## src/rtl/stage_sequencer.sv

```systemverilog
// Multi-cycle fetch/decode/execute/write-back sequencer for the 20-bit CPU.
// Owns pc, the instruction register and trap entry/exit.
//
// state       | meaning
// S_FETCH     | request instruction at pc, wait for mem_ack (bounded)
// S_DECODE    | one cycle; all-zero instruction traps
// S_EXECUTE   | wait for exec_done, then fault / branch / write-back
// S_WRITEBACK | one cycle; pc+1 and retire
// S_TRAP      | trap mode until resume
module stage_sequencer #(
  parameter int INSTR_W       = 20,
  parameter int ADDR_W        = 20,
  parameter int FETCH_TIMEOUT = 15,
  parameter int CNT_W         = 16
) (
  input  logic               clk,
  input  logic               reset,
  output logic               mem_req,
  output logic [ADDR_W-1:0]  mem_addr,
  input  logic               mem_ack,
  input  logic [INSTR_W-1:0] mem_rdata,
  input  logic               exec_done,
  input  logic               branch_taken,
  input  logic [ADDR_W-1:0]  branch_target,
  input  logic               div_by_zero_flag,
  input  logic               mem_violation_flag,
  input  logic               mem_corruption_flag,
  input  logic               resume,
  output logic [INSTR_W-1:0] instruction,
  output logic [ADDR_W-1:0]  pc,
  output logic               fetch_enable,
  output logic               decode_enable,
  output logic               execute_enable,
  output logic               write_back_enable,
  output logic               trap_mode_flag,
  output logic [2:0]         trap_cause,
  output logic [CNT_W-1:0]   retired_count
);

  localparam int TO_W = $clog2(FETCH_TIMEOUT + 1);
  localparam logic [TO_W-1:0] TO_LAST = TO_W'(FETCH_TIMEOUT - 1);

  localparam logic [2:0] S_FETCH     = 3'd0;
  localparam logic [2:0] S_DECODE    = 3'd1;
  localparam logic [2:0] S_EXECUTE   = 3'd2;
  localparam logic [2:0] S_WRITEBACK = 3'd3;
  localparam logic [2:0] S_TRAP      = 3'd4;

  localparam logic [2:0] CAUSE_NONE    = 3'd0;
  localparam logic [2:0] CAUSE_TRAPI   = 3'd1;
  localparam logic [2:0] CAUSE_DIV0    = 3'd2;
  localparam logic [2:0] CAUSE_MEMVIOL = 3'd3;
  localparam logic [2:0] CAUSE_TIMEOUT = 3'd4;
  localparam logic [2:0] CAUSE_CORRUPT = 3'd5;

  logic [2:0]      state;
  logic [TO_W-1:0] to_cnt;
  // Holds outputs quiet until the first clock after reset releases.
  logic            running;

  always_ff @(posedge clk or posedge reset) begin
    if (reset) begin
      state         <= S_FETCH;
      running       <= 1'b0;
      to_cnt        <= '0;
      pc            <= '0;
      instruction   <= '0;
      retired_count <= '0;
      trap_cause    <= CAUSE_NONE;
    end else begin
      running <= 1'b1;
      if (running) begin
        case (state)
          S_FETCH: begin
            if (mem_ack) begin
              instruction <= mem_rdata;
              to_cnt      <= '0;
              state       <= S_DECODE;
            end else if (to_cnt == TO_LAST) begin
              to_cnt     <= '0;
              trap_cause <= CAUSE_TIMEOUT;
              state      <= S_TRAP;
            end else begin
              to_cnt <= to_cnt + TO_W'(1);
            end
          end
          S_DECODE: begin
            if (instruction == '0) begin
              trap_cause    <= CAUSE_TRAPI;
              pc            <= pc + ADDR_W'(1);
              retired_count <= retired_count + CNT_W'(1);
              state         <= S_TRAP;
            end else begin
              state <= S_EXECUTE;
            end
          end
          S_EXECUTE: begin
            if (exec_done) begin
              if (mem_corruption_flag) begin
                trap_cause <= CAUSE_CORRUPT;
                state      <= S_TRAP;
              end else if (mem_violation_flag) begin
                trap_cause <= CAUSE_MEMVIOL;
                state      <= S_TRAP;
              end else if (div_by_zero_flag) begin
                trap_cause <= CAUSE_DIV0;
                state      <= S_TRAP;
              end else if (branch_taken) begin
                pc            <= branch_target;
                retired_count <= retired_count + CNT_W'(1);
                state         <= S_FETCH;
              end else begin
                state <= S_WRITEBACK;
              end
            end
          end
          S_WRITEBACK: begin
            pc            <= pc + ADDR_W'(1);
            retired_count <= retired_count + CNT_W'(1);
            state         <= S_FETCH;
          end
          S_TRAP: begin
            if (resume) begin
              trap_cause <= CAUSE_NONE;
              state      <= S_FETCH;
            end
          end
          default: state <= S_FETCH;
        endcase
      end
    end
  end

  assign fetch_enable      = running && (state == S_FETCH);
  assign decode_enable     = running && (state == S_DECODE);
  assign execute_enable    = running && (state == S_EXECUTE);
  assign write_back_enable = running && (state == S_WRITEBACK);
  assign trap_mode_flag    = running && (state == S_TRAP);
  assign mem_req           = fetch_enable;
  assign mem_addr          = pc;

endmodule

```

## config.mk

```make
export PLATFORM = sky130hd
export DESIGN_NAME = stage_sequencer
export DESIGN_NICKNAME = d
export VERILOG_FILES = /design/src/rtl/stage_sequencer.sv
export SDC_FILE = /design/constraint.sdc
export NUM_CORES = 1
export LEC_CHECK = 0
export CAP_MARGIN = 20
export CORE_MARGIN = 2
export CORE_UTILIZATION = 35
export CTS_BUF_LIST = sky130_fd_sc_hd__clkbuf_4
export CTS_CLUSTER_DIAMETER = 60
export CTS_CLUSTER_SIZE = 24
export DETAILED_ROUTE_END_ITERATION = 12
export DONT_BUFFER_PORTS = 1
export GPL_TIMING_DRIVEN = 0
export SYNTH_ARGS = -nofsm -noshare
export SYNTH_HDL_FRONTEND = slang
export SYNTH_SLANG_ARGS = --single-unit
export TNS_END_PERCENT = 20
```

## constraint.sdc

```tcl
create_clock -name clk -period 8 [get_ports clk]
set_clock_uncertainty 0.15 [all_clocks]
set_input_delay 2.4 -clock clk [delete_from_list [all_inputs] [get_ports clk]]
set_output_delay 2.4 -clock clk [all_outputs]
set_load 0.05 [all_outputs]
```

==> impl_metrics.csv, run 1 <==
group,metric,value,unit
outcome,status,"finished, final reports clean",
final_layout,final_cells,518,
critical_path,max_stage_delay,0.45,ns
sta,slew_headroom,0.3999,
final_layout,finalInstanceArea,0.003940,mm2
critical_path,crit_arrival,2.28,ns
clock_network,cts_tree,"built",
placement,dpl.hpwl,6897,um
grt,track_usage,0.1690,
clock_network,cts.hold.buffers_added,0,
synthesis,synth-compound-area-share,0.1481,
final_layout,diodes,0,
floorplan,io_pins,134,
sta,setup_ws,3.169,ns
placement,routabilityCongestion,0.8569,
synthesis,synth_top_family_by_area,"simple AND/OR/NAND/NOR gates",
clock_network,post_cts_buffers,0,
clock_network,cts.sink_count,67,
clock_network,clk_latency,0.41,ns
clock_network,cts_resized,0,
pwr,cellPowerDensity,491.3,mW/mm2
sta,setup_violations,0,
critical_path,critPathCaptureType,"primary output",
drt,postRouteAntennaNets,0,
synthesis,synth.top_cell.area_share,0.4637,
synthesis,netlist_top_cells_area,"dfrtp_1 46%, mux2_2 7.5%, buf_4 4.4%",
final_layout,area_growth_syn_to_layout,8.962,%
clock_network,htreeDepth,3,
grt,grt_pass1_wl,14970,um
drt,drt_wl_total,9527,um
worst_hold_path,hold_path_class,"flop to flop",
synthesis,ys_warn_count,0,
clock_network,cts_made_buffers,9,
synthesis,synth_seq_cells,67,
final_layout,fillCellCount,1041,
pwr,vdd_drop_max,0.2192,mV
placement,pre_cts_slack,3.629,ns
sta,whs,0.3787,ns
critical_path,reg2reg_slack,5.28,ns
placement,placed_area,0.003796,mm2
synthesis,syn_area,0.003616,mm2
critical_path,crit_family,"buffers and inverters",
job,drv_cap,0,
critical_path,reg2reg_from,"instruction[15]",
critical_path,required,5.45,ns
placement,dp.cells,502,
critical_path,start_kind,"flop",
floorplan,die_x,105.6,um
clock_network,clk_root_buffer_cell,"clkbuf_4",
final_layout,drive_gt1_frac,0.2173,
drt,vias_per_cell,5.620,
sta,finalMaxSlewViolations,0,
critical_path,slowest_stage,"inv_1",
clock_network,path_clk_slew,0.13,ns
drt,post_drt_wl_per_cell,18.39,um
synthesis,synth-edff-count,0,
drt,num_vias,2911,
grt,antenna_found_initial,0,
critical_path,worstRegToRegCells,5,
critical_path,crit-reg2reg-capture,"mem_addr[7]",
floorplan,die_h,105.6,um
drt,drc,0,
sta,worst_slew_pin_slew,0.8968,ns
clock_network,cts.path.max_buffers,2,
synthesis,yosysMostFrequentCell,"dfrtp_1",
drt,drt-pass1-iter-count,5,
critical_path,cp_max_fo,9,
pwr,power.total,1.936,mW
synthesis,synthFlopType,"dfrtp_1",
synthesis,synth_nets,418,
critical_path,critical_path.endpoint,"mem_req",
synthesis,synthTopCellsByCount,"67 x dfrtp_1, 36 x nand2_1, 30 x a21oi_1",
floorplan,initial_core_util,0.3550,
placement,io_buffers,0,
synthesis,muxShareOfSynthArea,0.08339,
sta,fin_setup_tns,0,ns
floorplan,die_area,0.01116,mm2
grt,grt_max_degree,68,
floorplan,rows,37,
synthesis,avgSynthCellArea,9.907,um2
floorplan,core_area,0.01018,mm2
critical_path,startpoint,"state[2]",
sta,post-route-min-period,4.831,ns
pwr,p_leak,1.624,nW
sta,max_freq,207.0,MHz
final_layout,utilization,0.3869,
sta,period_share,0.6038,
sta,rsz0062_at_grt,"false",
synthesis,seq_area_frac_synth,0.4637,
synthesis,async_flop_share,1.000,
synthesis,synth_area_leader_cell,"dfrtp_1",
final_layout,final_net_count,430,
synthesis,syn_inst,365,
synthesis,synth-adder-area-share,0.01384,
drt,drtIter0Drc,160,
synthesis,ys_types,57,
grt,grt-ovfl-total,0,
critical_path,path_depth,5,
grt,first_global_vias,2848,
critical_path,crit_chain,"buf_2 > nor2_1 > nand3_1 > inv_1 > buf_4",
sta,hold_viol,0,
synthesis,synth_xor_area_frac,0.03633,
synthesis,synthSimpleGateAreaFrac,0.1792,
critical_path,crit_type,"flop to primary output",
critical_path,path_buf_inv,3,
-- layout make-up --
type	instances	area (um2)	share of cell area
clock inverters	7	76.32	0.01937
flip-flops and latches	67	1677	0.4255
well taps	136	170.2	0.04319
repair buffers	1	7.507	0.001905
clock buffers	9	67.56	0.01715
plain buffers	37	235.2	0.05970
multi-input cells	252	1670	0.4239
inverters	9	36.28	0.009209
-- metal layers --
layer,wire length [um],share of wire,track usage
met4,104,0.011,0.04323
met1,3922,0.41,0.2093
met2,4672,0.49,0.2811
met5,0,0,0
met3,828,0.087,0.05937
-- power by group --
group | internal (mW) | switching, mW
combinational | 0.249 | 0.456
clock | 0.0972 | 0.136
sequential | 0.452 | 0.544
-- kinds of logic (layout without fill, tap and decap cells) --
kind of cell,Yosys count,in the layout
other,1,1
buffers and inverters,46,63
multiplexers,27,27
AO/OA/AOI/OAI,87,87
flip-flops,67,67
adder cells (fa/ha/maj),4,4
AND/OR/NAND/NOR,118,118
XOR/XNOR,15,15
-- state kept, by name, indices dropped and copies added, names as in the netlist --
name / cells
to_cnt: 4
trap_cause: 3
retired_count: 16
state: 3
mem_addr: 20
instruction: 20
running: 1
-- worst register-to-register path: cells and delay by family, from the launching register on --
| family | cells | cell delay, ns |
|---|---|---|
| compound gates | 2 | 0.71 |
| simple gates | 2 | 0.62 |
| buf+inv | 1 | 0.51 |
| flops | 1 | 0.60 |
-- worst min-delay path by stage --
stage | startpoint | to | slack (ns) | cells after the start
6_report | to_cnt[3] | to_cnt[3] | 0.38 | 1
5_1_grt | to_cnt[3] | to_cnt[3] | 0.40 | 1
4_1_cts | to_cnt[3] | to_cnt[3] | 0.37 | 1
3_5_place_dp | to_cnt[3] | to_cnt[3] | 0.35 | 1
3_3_place_gp | to_cnt[3] | to_cnt[3] | 0.33 | 1
2_1_floorplan | to_cnt[3] | to_cnt[3] | 0.31 | 1
-- placed cells by master (no fill, tap or decap), types with 4 or more instances in the layout --
master,netlist,final
dfrtp_1,67,67
nand2_1,36,36
a21oi_1,30,30
mux2_2,24,24
o21ai_0,23,23
buf_4,21,22
nand3_1,18,18
nor2_1,15,15
clkbuf_4,0,9
buf_2,8,8
nor4_1,8,8
nand4_1,8,8
xnor2_1,8,8
inv_1,8,7
clkbuf_1,7,7
xor2_1,7,7
nor3_1,6,6
o21ai_1,4,4
nor3_2,4,4
o22ai_1,4,4
ha_1,4,4
Note: power is estimated with default switching activity, not from simulation.
==> run 2: changes to the inputs <==
==> constraint.sdc (replaced) <==
create_clock -name clk -period 4.28 [get_ports clk]
set_clock_uncertainty 0.15 [all_clocks]
set_input_delay 1.284 -clock clk [delete_from_list [all_inputs] [get_ports clk]]
set_output_delay 1.284 -clock clk [all_outputs]
set_load 0.05 [all_outputs]
==> results of run 2 <==
Same layout as run 1 (identical final DEF). Status: finished, final reports clean.
Main changes from that run: setup slack after placement 3.629 ns -> 1.025 ns; setup slack after layout 3.169 ns -> 0.5652 ns; register-to-register setup slack 5.28 ns -> 1.56 ns; total power 1.936 mW -> 3.618 mW; worst IR drop on VDD 0.2192 mV -> 0.4097 mV
==> run 3: changes to the inputs <==
--- a/config.mk
+++ b/config.mk
@@ -14,6 +14,7 @@
 export DETAILED_ROUTE_END_ITERATION = 12
 export DONT_BUFFER_PORTS = 1
 export GPL_TIMING_DRIVEN = 0
+export SETUP_SLACK_MARGIN = 0.15
 export SYNTH_ARGS = -nofsm -noshare
 export SYNTH_HDL_FRONTEND = slang
 export SYNTH_SLANG_ARGS = --single-unit
==> results of run 3 <==
Same layout as run 1 (identical final DEF). Status: finished, final reports clean.
Main changes from that run: setup slack after placement 3.629 ns -> 1.025 ns; setup slack after layout 3.169 ns -> 0.5652 ns; register-to-register setup slack 5.28 ns -> 1.56 ns; total power 1.936 mW -> 3.618 mW; worst IR drop on VDD 0.2192 mV -> 0.4097 mV
